File: src/rtl/fetch_queue_if.sv
// Fetch-to-decode queue bus: push side from fetch, pop side to decode.
// master drives requests into the queue; slave is the queue itself.
interface fetch_queue_if #(
    parameter int DEPTH = 4,
    parameter int XLEN  = 32
);
    localparam int CW = $clog2(DEPTH + 1);

    logic            flush;
    logic            push_valid;
    logic [XLEN-1:0] push_pc;
    logic [XLEN-1:0] push_instr;
    logic            push_ready;
    logic            fetch_stall;
    logic            pop_valid;
    logic [XLEN-1:0] pop_pc;
    logic [XLEN-1:0] pop_instr;
    logic            pop_ready;
    logic [CW-1:0]   count;

    modport master (
        output flush, push_valid, push_pc, push_instr, pop_ready,
        input  push_ready, fetch_stall, pop_valid, pop_pc, pop_instr, count
    );

    modport slave (
        input  flush, push_valid, push_pc, push_instr, pop_ready,
        output push_ready, fetch_stall, pop_valid, pop_pc, pop_instr, count
    );
endinterface

File: src/rtl/fetch_queue.sv
// Elastic {pc, instr} FIFO between fetch and decode with flush.
// Outputs depend only on registered state; no push-to-pop bypass.
module fetch_queue #(
    parameter int              DEPTH = 4,
    parameter int              XLEN  = 32,
    parameter logic [XLEN-1:0] NOP   = 32'h00000013
) (
    input logic         clock,
    input logic         reset,
    fetch_queue_if.slave bus
);
    localparam int AW = $clog2(DEPTH);
    localparam int CW = $clog2(DEPTH + 1);

    logic [XLEN-1:0] mem_pc    [DEPTH];
    logic [XLEN-1:0] mem_instr [DEPTH];
    logic [AW-1:0]   wr_ptr;
    logic [AW-1:0]   rd_ptr;
    logic [CW-1:0]   count;

    logic empty;
    logic full;
    logic push_fire;
    logic pop_fire;

    assign empty = (count == '0);
    assign full  = (count == CW'(DEPTH));

    assign push_fire = bus.push_valid & ~full & ~bus.flush;
    assign pop_fire  = bus.pop_ready & ~empty & ~bus.flush;

    assign bus.push_ready  = ~full;
    assign bus.fetch_stall = full;
    assign bus.pop_valid   = ~empty;
    assign bus.pop_pc      = empty ? '0 : mem_pc[rd_ptr];
    assign bus.pop_instr   = empty ? NOP : mem_instr[rd_ptr];
    assign bus.count       = count;

    always_ff @(posedge clock or posedge reset) begin
        if (reset) begin
            wr_ptr <= '0;
            rd_ptr <= '0;
            count  <= '0;
            for (int i = 0; i < DEPTH; i++) begin
                mem_pc[i]    <= '0;
                mem_instr[i] <= '0;
            end
        end else if (bus.flush) begin
            // storage is left stale; pointers alone define validity
            wr_ptr <= '0;
            rd_ptr <= '0;
            count  <= '0;
        end else begin
            if (push_fire) begin
                mem_pc[wr_ptr]    <= bus.push_pc;
                mem_instr[wr_ptr] <= bus.push_instr;
                wr_ptr            <= wr_ptr + AW'(1);
            end
            if (pop_fire) begin
                rd_ptr <= rd_ptr + AW'(1);
            end
            unique case ({push_fire, pop_fire})
                2'b10:   count <= count + CW'(1);
                2'b01:   count <= count - CW'(1);
                default: count <= count;
            endcase
        end
    end
endmodule

File: src/flat_wrapper.sv
// flat-port wrapper written by rule: the top's interface ports become plain ports
module fetch_queue_flat 
#(
    parameter int              DEPTH = 4,
    parameter int              XLEN  = 32,
    parameter logic [XLEN-1:0] NOP   = 32'h00000013
)
  (clock, reset, bus_flush, bus_push_valid, bus_push_pc, bus_push_instr, bus_pop_ready, bus_push_ready, bus_fetch_stall, bus_pop_valid, bus_pop_pc, bus_pop_instr, bus_count);
  fetch_queue_if #(.DEPTH(DEPTH), .XLEN(XLEN)) bus_i ();
  input logic clock;
  input logic reset;
  input wire logic [$bits(bus_i.flush)-1:0] bus_flush;
  input wire logic [$bits(bus_i.push_valid)-1:0] bus_push_valid;
  input wire logic [$bits(bus_i.push_pc)-1:0] bus_push_pc;
  input wire logic [$bits(bus_i.push_instr)-1:0] bus_push_instr;
  input wire logic [$bits(bus_i.pop_ready)-1:0] bus_pop_ready;
  output wire logic [$bits(bus_i.push_ready)-1:0] bus_push_ready;
  output wire logic [$bits(bus_i.fetch_stall)-1:0] bus_fetch_stall;
  output wire logic [$bits(bus_i.pop_valid)-1:0] bus_pop_valid;
  output wire logic [$bits(bus_i.pop_pc)-1:0] bus_pop_pc;
  output wire logic [$bits(bus_i.pop_instr)-1:0] bus_pop_instr;
  output wire logic [$bits(bus_i.count)-1:0] bus_count;
  assign bus_i.flush = bus_flush;
  assign bus_i.push_valid = bus_push_valid;
  assign bus_i.push_pc = bus_push_pc;
  assign bus_i.push_instr = bus_push_instr;
  assign bus_i.pop_ready = bus_pop_ready;
  assign bus_push_ready = bus_i.push_ready;
  assign bus_fetch_stall = bus_i.fetch_stall;
  assign bus_pop_valid = bus_i.pop_valid;
  assign bus_pop_pc = bus_i.pop_pc;
  assign bus_pop_instr = bus_i.pop_instr;
  assign bus_count = bus_i.count;
  fetch_queue #(.DEPTH(DEPTH), .XLEN(XLEN), .NOP(NOP)) u_core (.clock(clock), .reset(reset), .bus(bus_i));
endmodule
File: config.mk
export PLATFORM = sky130hd
export DESIGN_NAME = fetch_queue_flat
export DESIGN_NICKNAME = d
export VERILOG_FILES = /design/src/rtl/fetch_queue_if.sv /design/src/rtl/fetch_queue.sv /design/src/flat_wrapper.sv
export SDC_FILE = /design/constraint.sdc
export NUM_CORES = 1
export LEC_CHECK = 0
export ABC_AREA = 0
export BUFFER_PORTS_ARGS = -buffer_cell sky130_fd_sc_hd__buf_2
export CAP_MARGIN = 20
export CORE_ASPECT_RATIO = 1.1
export CORE_MARGIN = 2
export CORE_UTILIZATION = 50
export DETAILED_ROUTE_END_ITERATION = 16
export GPL_TIMING_DRIVEN = 0
export PLACE_DENSITY = 0.82
export SLEW_MARGIN = 20
export SYNTH_ARGS = -nofsm -noshare
export SYNTH_HDL_FRONTEND = slang
export SYNTH_SLANG_ARGS = --single-unit
File: constraint.sdc
create_clock -name clock -period 10.3 [get_ports clock]
set_input_delay 3.09 -clock clock [delete_from_list [all_inputs] [get_ports clock]]
set_output_delay 3.09 -clock clock [all_outputs]
set_load 0.03 [all_outputs]
==> results of run 1 <==
-- per-stage QoR --
stage / total power [mW] / std cells / area, um^2
after global placement: 2.87 / 1203 / 13400
after floorplan: 2.58 / 756 / 12300
final: 3.88 / 1265 / 14500
after global routing: 4.08 / 1264 / 14400
after detailed placement: 2.93 / 1212 / 13500
after CTS: 3.92 / 1264 / 14400
-- cell families after synthesis --
logic type,after synthesis
buffers and inverters,60
AND/OR/NAND/NOR,88
AO/OA/AOI/OAI,17
adder cells (fa/ha/maj),5
XOR/XNOR,2
flip-flops,263
multiplexers,321
-- final cells by class --
type                            count  area share [%]
Timing Repair Buffer              146            6.10
Buffer                             51            2.42
Inverter                            9           0.260
Clock buffer                       43            5.65
Sequential cell                   263            45.5
Clock inverter                      9           0.580
Antenna cell                        1          0.0173
Multi-Input combinational cell    433            36.7
Tap cell                          310            2.68
-- cells in the mapped netlist (2+ instances only) --
cell type | n | area share [%]
nand3_2 | 3 | 0.24
nor2_1 | 5 | 0.15
buf_6 | 2 | 0.18
buf_12 | 7 | 1.1
nor2b_1 | 3 | 0.15
buf_1 | 3 | 0.092
clkbuf_1 | 15 | 0.46
mux4_2 | 64 | 12
dfrtp_1 | 263 | 54
ha_1 | 4 | 0.41
nor3_1 | 2 | 0.082
nand2_1 | 3 | 0.092
and2_1 | 61 | 3.1
a21oi_1 | 4 | 0.16
or2_2 | 4 | 0.20
o2111ai_1 | 2 | 0.14
xor2_1 | 2 | 0.14
mux2_4 | 60 | 7.3
mux2_1 | 4 | 0.37
inv_1 | 9 | 0.28
mux2_2 | 193 | 18
buf_2 | 24 | 0.98
o21ai_0 | 3 | 0.12
nand3_1 | 4 | 0.16
-- power breakdown --
| part | internal, mW | switching, mW | total [mW] |
|---|---|---|---|
| Sequential | 1.39 | 0.180 | 1.57 |
| Clock | 0.571 | 0.402 | 0.972 |
| Combinational | 0.709 | 0.632 | 1.34 |
| Total | 2.67 | 1.21 | 3.88 |
-- final timing paths --
kind                       slack (ns)  cells after the start                           endpoint
max                              4.39                      5                     bus_pop_pc[18]
min                              0.48                      1      u_core.mem_pc[36]$_DFFE_PP0P_
max reg2reg                      7.86                      7    u_core.bus.count[2]$_DFFE_PP0P_
min reg2reg                      0.48                      1      u_core.mem_pc[36]$_DFFE_PP0P_
max in group asynchronous        6.53                      6      u_core.mem_pc[28]$_DFFE_PP0P_
min in group asynchronous        2.61                      2  u_core.mem_instr[121]$_DFFE_PP0P_
-- flip-flops by register name, indices dropped and copies added, names as in the netlist --
signal	cells
u_core.rd_ptr	2
u_core.mem_pc	128
u_core.wr_ptr	2
u_core.mem_instr	128
u_core.bus.count	3
-- per-layer routing --
metal,global-route usage (%),wire length (um)
met1,25.9,11000
met2,34.2,12800
met3,3.71,1240
met4,4.35,372
met5,0,0
==> flow_summary.json, run 1 <==
{
  "status": "finished clean",
  "muxShareOfSynthArea_pct": 37.2,
  "ys_seq_area_share_pct": 53.6,
  "fp.dieW_um": 153,
  "period_needed_ns": 5.91,
  "vias_per_cell": 5.51,
  "core_area_mm2": 0.0243,
  "drv_cap": 0,
  "final_max_slew_viol_count": 0,
  "gp_congestion": 0.755,
  "drive_gt1_share_pct": 57.4,
  "dieArea_mm2": 0.0258,
  "drt-pass1-iter-count": 4,
  "synth_top_family_by_area": "multiplexers",
  "critPathCaptureType": "primary output",
  "path_buf_inv": 3,
  "cts_tree": "done",
  "grt_pass1_wl_um": 40700,
  "path_delay_family": "buffers and inverters",
  "skew_ns": 0.0193,
  "synth-main-ff-cell": "dfrtp_1",
  "nets": 1006,
  "ioPinCount": 139,
  "setup_viol": 0,
  "synthCells": 756,
  "finalWorstSetupSlack_ns": 4.39,
  "synth_compound_area_share_pct": 0.958,
  "path_cells": "clkbuf_1 > clkbuf_1 > mux4_2 > and2_1 > buf_2",
  "startpoint_type": "flop",
  "dieHeight_um": 168,
  "cp_slowest_cell": "clkbuf_1",
  "fmax_mhz": 169,
  "timing.hold.ws_ns": 0.483,
  "worst_setup_hold_path_clk_slew_ns": 0.06,
  "min_period_over_period_pct": 57.4,
  "drtIter0Drc": 303,
  "vias": 6976,
  "gr-usage-all-layers_pct": 19.7,
  "clockRootBuffer": "clkbuf_16",
  "worst_ep_arrival_time_ns": 2.82,
  "rsz0062_at_grt": "false",
  "tightestPinTransition_ns": 0.895,
  "post-cts-setup-buffers": 0,
  "synth_edf_count": 0,
  "reg2reg_from": "u_core.bus.count[1]$_DFFE_PP0P_",
  "cts_htree_levels": 1,
  "crit_path_frequent_cell": "clkbuf_1",
  "rows": 60,
  "synthArstFlopShare_pct": 100,
  "setup_tns_ns": 0,
  "wire_per_inst_um": 20.1,
  "n_fill_cell": 1891,
  "drtAntennaViolNets": 0,
  "synth_cell_types": 36,
  "clock_latency_ns": 0.54,
  "synthAdderAreaFrac_pct": 0.571,
  "cts_resized": 0,
  "required_ns": 7.21,
  "multi_input_area_mm2": 0.00531,
  "ir_drop_v": 0.000225,
  "leakagePower_nw": 6.62,
  "hold_violations": 0,
  "grt_pass1_vias": 7517,
  "cp_max_fo": 10,
  "postSynthAreaPerCell_um2": 16.2,
  "finalWirelength_um": 25400,
  "dp_hpwl_um": 17100,
  "slowest_delay_ns": 0.61,
  "cts.sinks": 263,
  "start_util_pct": 50.5,
  "min_from": "u_core.mem_pc[36]$_DFFE_PP0P_",
  "cellPowerDensity_mw_per_mm2": 268,
  "regArea_mm2": 0.00658,
  "synth-seq-cells": 263,
  "final_cell_mix": "dfrtp_1, mux2_2, buf_2",
  "dp_slack_ns": 4.91,
  "layout_commonest_cell": "dfrtp_1",
  "clock_path_buffers": 3,
  "grt_max_degree": 33,
  "io_buffers": 137,
  "post-route-util_pct": 59.4,
  "drc": 0,
  "overflow": 0,
  "syn_to_final_growth_pct": 17.7,
  "synth_area_mm2": 0.0123,
  "synth-simple-area-share_pct": 4.43,
  "numCtsBuffers": 28,
  "max-slew-margin-rel_pct": 40.3,
  "crit_path_start": "u_core.rd_ptr[1]$_DFFE_PP0P_",
  "synth_nets": 830,
  "holdCritPathClass": "flop to flop",
  "synth-warning-count": 0,
  "synth_xor_xnor_area_share_pct": 0.143,
  "setup.worst_path.class": "flop to primary output",
  "cts_hold_buf": 0,
  "antenna_found_initial": 1
}
Power figures use the tool's default switching activity.
==> run 2: changes to the inputs <==
- ABC_AREA: 0 -> 1
- PLACE_DENSITY: 0.82 -> 0.79
- clock period: 10.3 -> 5.9 ns (I/O delays scaled with it)
==> flow_summary.json, run 2 <==
{
  "reg2reg_from": "u_core.bus.count[1]$_DFFE_PP0P_",
  "cts_htree_levels": 1,
  "syn_to_final_growth_pct": 17.5,
  "setup_viol": 0,
  "setup.worst_path.class": "flop to primary output",
  "holdCritPathClass": "flop to flop",
  "rsz0062_at_grt": "false",
  "finalWirelength_um": 32300,
  "hold_depth": 2,
  "path_cells": "buf_2 > inv_2 > buf_4 > buf_4 > clkbuf_1 > o21ai_0 > a21oi_1 > buf_2",
  "dieHeight_um": 165,
  "top_regs": "u_core.mem_instr (128), u_core.mem_pc (128), u_core.bus.count (3)",
  "stdcell_count": 1939,
  "layout_commonest_cell": "nand2_1",
  "skew_ns": 0.0148,
  "final_max_slew_viol_count": 0,
  "nets": 1693,
  "fp.dieW_um": 150,
  "synth_most_common_cell": "nand2_1",
  "leakagePower_nw": 6.80,
  "synth-main-ff-cell": "dfrtp_1",
  "diodes": 0,
  "synth_area_leaders": "dfrtp_1, o21ai_1, nand2_1",
  "cts.sinks": 263,
  "fmax_mhz": 227,
  "grt_max_degree": 36,
  "drtAntennaViolNets": 0,
  "max-slew-margin-rel_pct": 51.3,
  "required_ns": 4.13,
  "critPathCaptureType": "primary output",
  "vias_per_cell": 5.40,
  "setup_tns_ns": 0,
  "dpl.cell_count": 1890,
  "hold_violations": 0,
  "slowest_delay_ns": 0.42,
  "worst_ep_arrival_time_ns": 2.63,
  "tightestPinTransition_ns": 0.731,
  "cts_tree": "done",
  "ioPinCount": 139,
  "synth_nets": 1518,
  "numCtsBuffers": 27,
  "drt-pass1-iter-count": 5,
  "grt_pass1_wl_um": 52600,
  "gr-usage-all-layers_pct": 26.7,
  "post-route-util_pct": 60.3,
  "synth_cell_types": 23,
  "synth-seq-cells": 263,
  "regArea_mm2": 0.00658,
  "dieArea_mm2": 0.0248,
  "grt_pass1_vias": 10400,
  "hold_path_end": "u_core.mem_pc[90]$_DFFE_PP0P_",
  "vias": 10500,
  "cellPowerDensity_mw_per_mm2": 568,
  "r2r_cells": 11,
  "synthArstFlopShare_pct": 100,
  "dp_hpwl_um": 22600,
  "status": "finished clean",
  "multi_input_area_mm2": 0.00443,
  "antenna_found_initial": 0,
  "timing.hold.ws_ns": 0.483,
  "synth_area_mm2": 0.0118,
  "synth.top_cell.area_share_pct": 55.8,
  "n_fill_cell": 2048,
  "drv_cap": 0,
  "clock_path_buffers": 3,
  "startpoint_type": "flop",
  "synthCells": 1444,
  "drc": 0,
  "ir_drop_v": 0.000363,
  "gp_congestion": 0.847,
  "worst_setup_hold_path_clk_slew_ns": 0.06,
  "synth_edf_count": 0,
  "min_period_over_period_pct": 74.6,
  "ys_seq_area_share_pct": 55.8,
  "io_buffers": 138,
  "cts_hold_buf": 0,
  "postSynthAreaPerCell_um2": 8.17,
  "post-cts-setup-buffers": 0,
  "core_area_mm2": 0.0230,
  "overflow": 0,
  "synth_common_cells": "nand2_1, dfrtp_1, nor2_1, o21ai_1, o21ai_0",
  "rows": 58,
  "synth_area_leader_cell": "dfrtp_1",
  "final_cell_mix": "nand2_1, dfrtp_1, o21ai_1, nor2_1, buf_2",
  "cts_resized": 0,
  "drive_gt1_share_pct": 16.7,
  "period_needed_ns": 4.40,
  "start_util_pct": 51.3,
  "cp_max_fo": 10,
  "wire_per_inst_um": 16.7,
  "rr_endpoint": "u_core.bus.count[2]$_DFFE_PP0P_",
  "min_from": "u_core.mem_pc[90]$_DFFE_PP0P_",
  "cp_slowest_cell": "clkbuf_1",
  "r2r_slack_ns": 3.94,
  "synth-warning-count": 0,
  "clock_latency_ns": 0.53,
  "clockRootBuffer": "clkbuf_16",
  "drtIter0Drc": 790
}
## run 2: cell types whose count changed after synthesis, sizes merged, moves of 5 or more
| cell | previous run | this run |
|---|---|---|
| o21ai | 3 | 386 |
| nand2 | 3 | 279 |
| mux2 | 257 | 0 |
| nor2 | 5 | 258 |
| inv | 9 | 76 |
| mux4 | 64 | 0 |
| and2 | 61 | 0 |
| a21oi | 4 | 64 |
| buf | 36 | 72 |
| clkbuf | 15 | 33 |
| nand3 | 7 | 2 |
## run 2: cell type report
| type | instances | area share, % |
|---|---|---|
| clock inverter | 17 | 0.930 |
| timing repair buffer | 146 | 6.14 |
| sequential | 263 | 47.5 |
| multi-input combinational | 1000 | 32.0 |
| inverter | 76 | 2.09 |
| tap | 300 | 2.71 |
| clock buffer | 32 | 5.08 |
| buffer | 105 | 3.62 |
## run 2: logic make-up (layout without fill, tap and decap cells)
kind of cell	after synthesis	count (layout)	synth area share (%)
flops	263	263	55.8
xor+xnor	1	1	0.0742
simple gates	540	540	17.5
compound gates	454	454	19.4
buf+inv	181	376	6.67
fa+ha+maj	5	5	0.594
## run 2: worst max path at each step
stage,start,endpoint,slack [ns],cells after the start
floorplan,reset,u_core.bus.count[0]$_DFFE_PP0P_,0.66,1
global route,u_core.rd_ptr[0]$_DFFE_PP0P_,bus_pop_pc[30],1.39,8
detailed placement,u_core.rd_ptr[0]$_DFFE_PP0P_,bus_pop_pc[30],2.11,8
global placement,reset,u_core.mem_pc[15]$_DFFE_PP0P_,-0.79,2
CTS,u_core.rd_ptr[0]$_DFFE_PP0P_,bus_pop_pc[30],1.54,8
finish,u_core.rd_ptr[0]$_DFFE_PP0P_,bus_pop_pc[30],1.50,8
## run 2: metal layers
layer | vias up | share of wire [%] | global-route usage, %
met5 | - | 0 | 0
met4 | 0 | 1.6 | 6.43
met3 | 43 | 7.1 | 3.19
met2 | 394 | 50 | 46.6
met1 | 4999 | 41 | 35.6
li1 | 5034 | - | -
## run 2: critical path: cells and delay by family, from the launching register on
kind | cells | cell delay [ns]
flip-flops | 1 | 0.36
AO/OA/AOI/OAI | 2 | 0.40
buffers and inverters | 6 | 1.33
## run 2: per-stage QoR
step	power, mW	worst slack (ns)	cell area, um^2
after floorplan	5.27	0.660	11800
after global placement	6.12	-0.790	12900
after detailed placement	6.24	2.11	13000
after CTS	7.88	1.54	13900
after global routing	8.43	1.39	13900
final	7.88	1.50	13900
## run 2: power breakdown
part	switching [mW]	internal, mW
Combinational	2.22	1.04
Sequential	0.415	2.58
Clock	0.718	0.900
==> run 3: changes to the inputs <==
- PLACE_DENSITY: 0.79 -> 0.82
- clock period: 5.9 -> 3.54 ns (I/O delays scaled with it)
==> flow_summary.json, run 3 (synthesis gave the netlist of run 2 again) <==
{
  "max-slew-margin-rel_pct": 62.2,
  "setup.worst_path.class": "flop to primary output",
  "drtIter0Drc": 857,
  "start_util_pct": 51.3,
  "min_period_over_period_pct": 99.1,
  "antenna_found_initial": 0,
  "ioPinCount": 139,
  "final_max_slew_viol_count": 0,
  "intPower_mw": 7.95,
  "finalWirelength_um": 32900,
  "diodes": 0,
  "skew_ns": 0.0145,
  "finalWorstSetupSlack_ns": 0.0318,
  "overflow": 0,
  "ir_drop_v": 0.000730,
  "gr-usage-all-layers_pct": 26.9,
  "clock_path_buffers": 3,
  "fin_area_mm2": 0.0141,
  "timing.hold.ws_ns": 0.484,
  "placed_area_mm2": 0.0131,
  "fp.dieW_um": 150,
  "n_fill_cell": 1986,
  "syn_to_final_growth_pct": 19.1,
  "drt-pass1-iter-count": 5,
  "gp_congestion": 0.865,
  "drc": 0,
  "hold_violations": 0,
  "setup_viol": 0,
  "post-route-util_pct": 61.1,
  "fmax_mhz": 285,
  "cts_tree": "done",
  "post-cts-setup-buffers": 0,
  "dieArea_mm2": 0.0248,
  "leakagePower_nw": 6.93,
  "vias_per_cell": 5.53,
  "grt_pass1_wl_um": 53400,
  "holdCritPathClass": "flop to flop",
  "clock_latency_ns": 0.54,
  "numCtsBuffers": 28,
  "cts_hold_buf": 0,
  "stdcell_count": 1941,
  "required_ns": 2.48,
  "pwr-share-comb_pct": 40.5,
  "dp_hpwl_um": 22800,
  "nets": 1695,
  "dieHeight_um": 165,
  "status": "finished clean",
  "drtAntennaViolNets": 0,
  "cp_max_fo": 10,
  "drv_cap": 0,
  "power.total_mw": 13.6,
  "startpoint_type": "flop",
  "vias": 10700,
  "period_needed_ns": 3.51,
  "critPathCaptureType": "primary output",
  "pwr-share-seq_pct": 36.9,
  "switchingPower_mw": 5.61,
  "rows": 58,
  "worst_setup_hold_path_clk_slew_ns": 0.06,
  "worst_ep_arrival_time_ns": 2.45,
  "core_area_mm2": 0.0230,
  "grt_max_degree": 35,
  "dp_slack_ns": 0.479,
  "setup_tns_ns": 0,
  "io_buffers": 138,
  "cts.sinks": 263,
  "cellPowerDensity_mw_per_mm2": 965,
  "layout_commonest_cell": "nand2_1",
  "switching_share_pct": 41.4,
  "rsz0062_at_grt": "true",
  "final_cell_mix": "nand2_1, dfrtp_1, o21ai_1, nor2_1, buf_2",
  "dpl.cell_count": 1891,
  "cts_htree_levels": 1,
  "tightestPinTransition_ns": 0.560,
  "drive_gt1_share_pct": 17.3,
  "top_regs": "u_core.mem_instr (128), u_core.mem_pc (128), u_core.bus.count (3)",
  "grt_pass1_vias": 10600,
  "wire_per_inst_um": 16.9,
  "pwr-share-clk_pct": 22.6,
  "clockRootBuffer": "clkbuf_16"
}
-- run 3: layout make-up --
class | count | area, um^2 | share of cell area [%]
Timing Repair Buffer | 147 | 886 | 6.30
Clock buffer | 41 | 821 | 5.84
Clock inverter | 9 | 148 | 1.05
Multi-Input combinational cell | 1000 | 4430 | 31.5
Sequential cell | 263 | 6580 | 46.8
Inverter | 76 | 289 | 2.06
Buffer | 105 | 527 | 3.75
Tap cell | 300 | 375 | 2.67
-- run 3: per-layer routing --
layer	routed length, um	up-vias	GRT usage [%]
met5	0	-	0
met4	852	0	8.79
met3	2470	70	3.87
met2	16400	442	46.0
met1	13200	5182	35.4
li1	-	5042	-
-- run 3: power by group through the flow --
stage | clock network (mW) | registers (mW) | logic [mW]
after floorplan | 0 | 4.87 | 3.91
after global placement | 0 | 4.94 | 5.25
after detailed placement | 0 | 5.00 | 5.43
after CTS | 3.09 | 4.98 | 5.48
after global routing | 3.22 | 5.14 | 6.09
final | 3.07 | 5.00 | 5.49
-- run 3: final timing paths --
path	startpoint	cells after the start	slack [ns]	to
worst max-delay path	u_core.rd_ptr[0]$_DFFE_PP0P_	7	0.03	bus_pop_instr[2]
worst min-delay path	u_core.mem_pc[79]$_DFFE_PP0P_	2	0.48	u_core.mem_pc[79]$_DFFE_PP0P_
worst max register to register	u_core.bus.count[0]$_DFFE_PP0P_	11	1.57	u_core.bus.count[2]$_DFFE_PP0P_
worst min register to register	u_core.mem_pc[79]$_DFFE_PP0P_	2	0.48	u_core.mem_pc[79]$_DFFE_PP0P_
max in group asynchronous	reset	6	1.71	u_core.mem_pc[13]$_DFFE_PP0P_
min in group asynchronous	reset	2	0.58	u_core.mem_instr[74]$_DFFE_PP0P_
-- run 3: what timing repair did --
item / 4_1_cts / 5_1_grt
pin swaps: 0 / 0
endpoints found under the setup margin: 20 / 61
hold endpoints to repair: 0 / 0
resized for setup: 5 / 22
-- run 3: critical path, stage by stage, from the launching register on --
cell and delay (ns):
dfrtp_1 0.36, buf_2 0.17, inv_2 0.06, buf_4 0.20
buf_1 0.41, o21ai_0 0.17, a21oi_1 0.29, buf_2 0.26
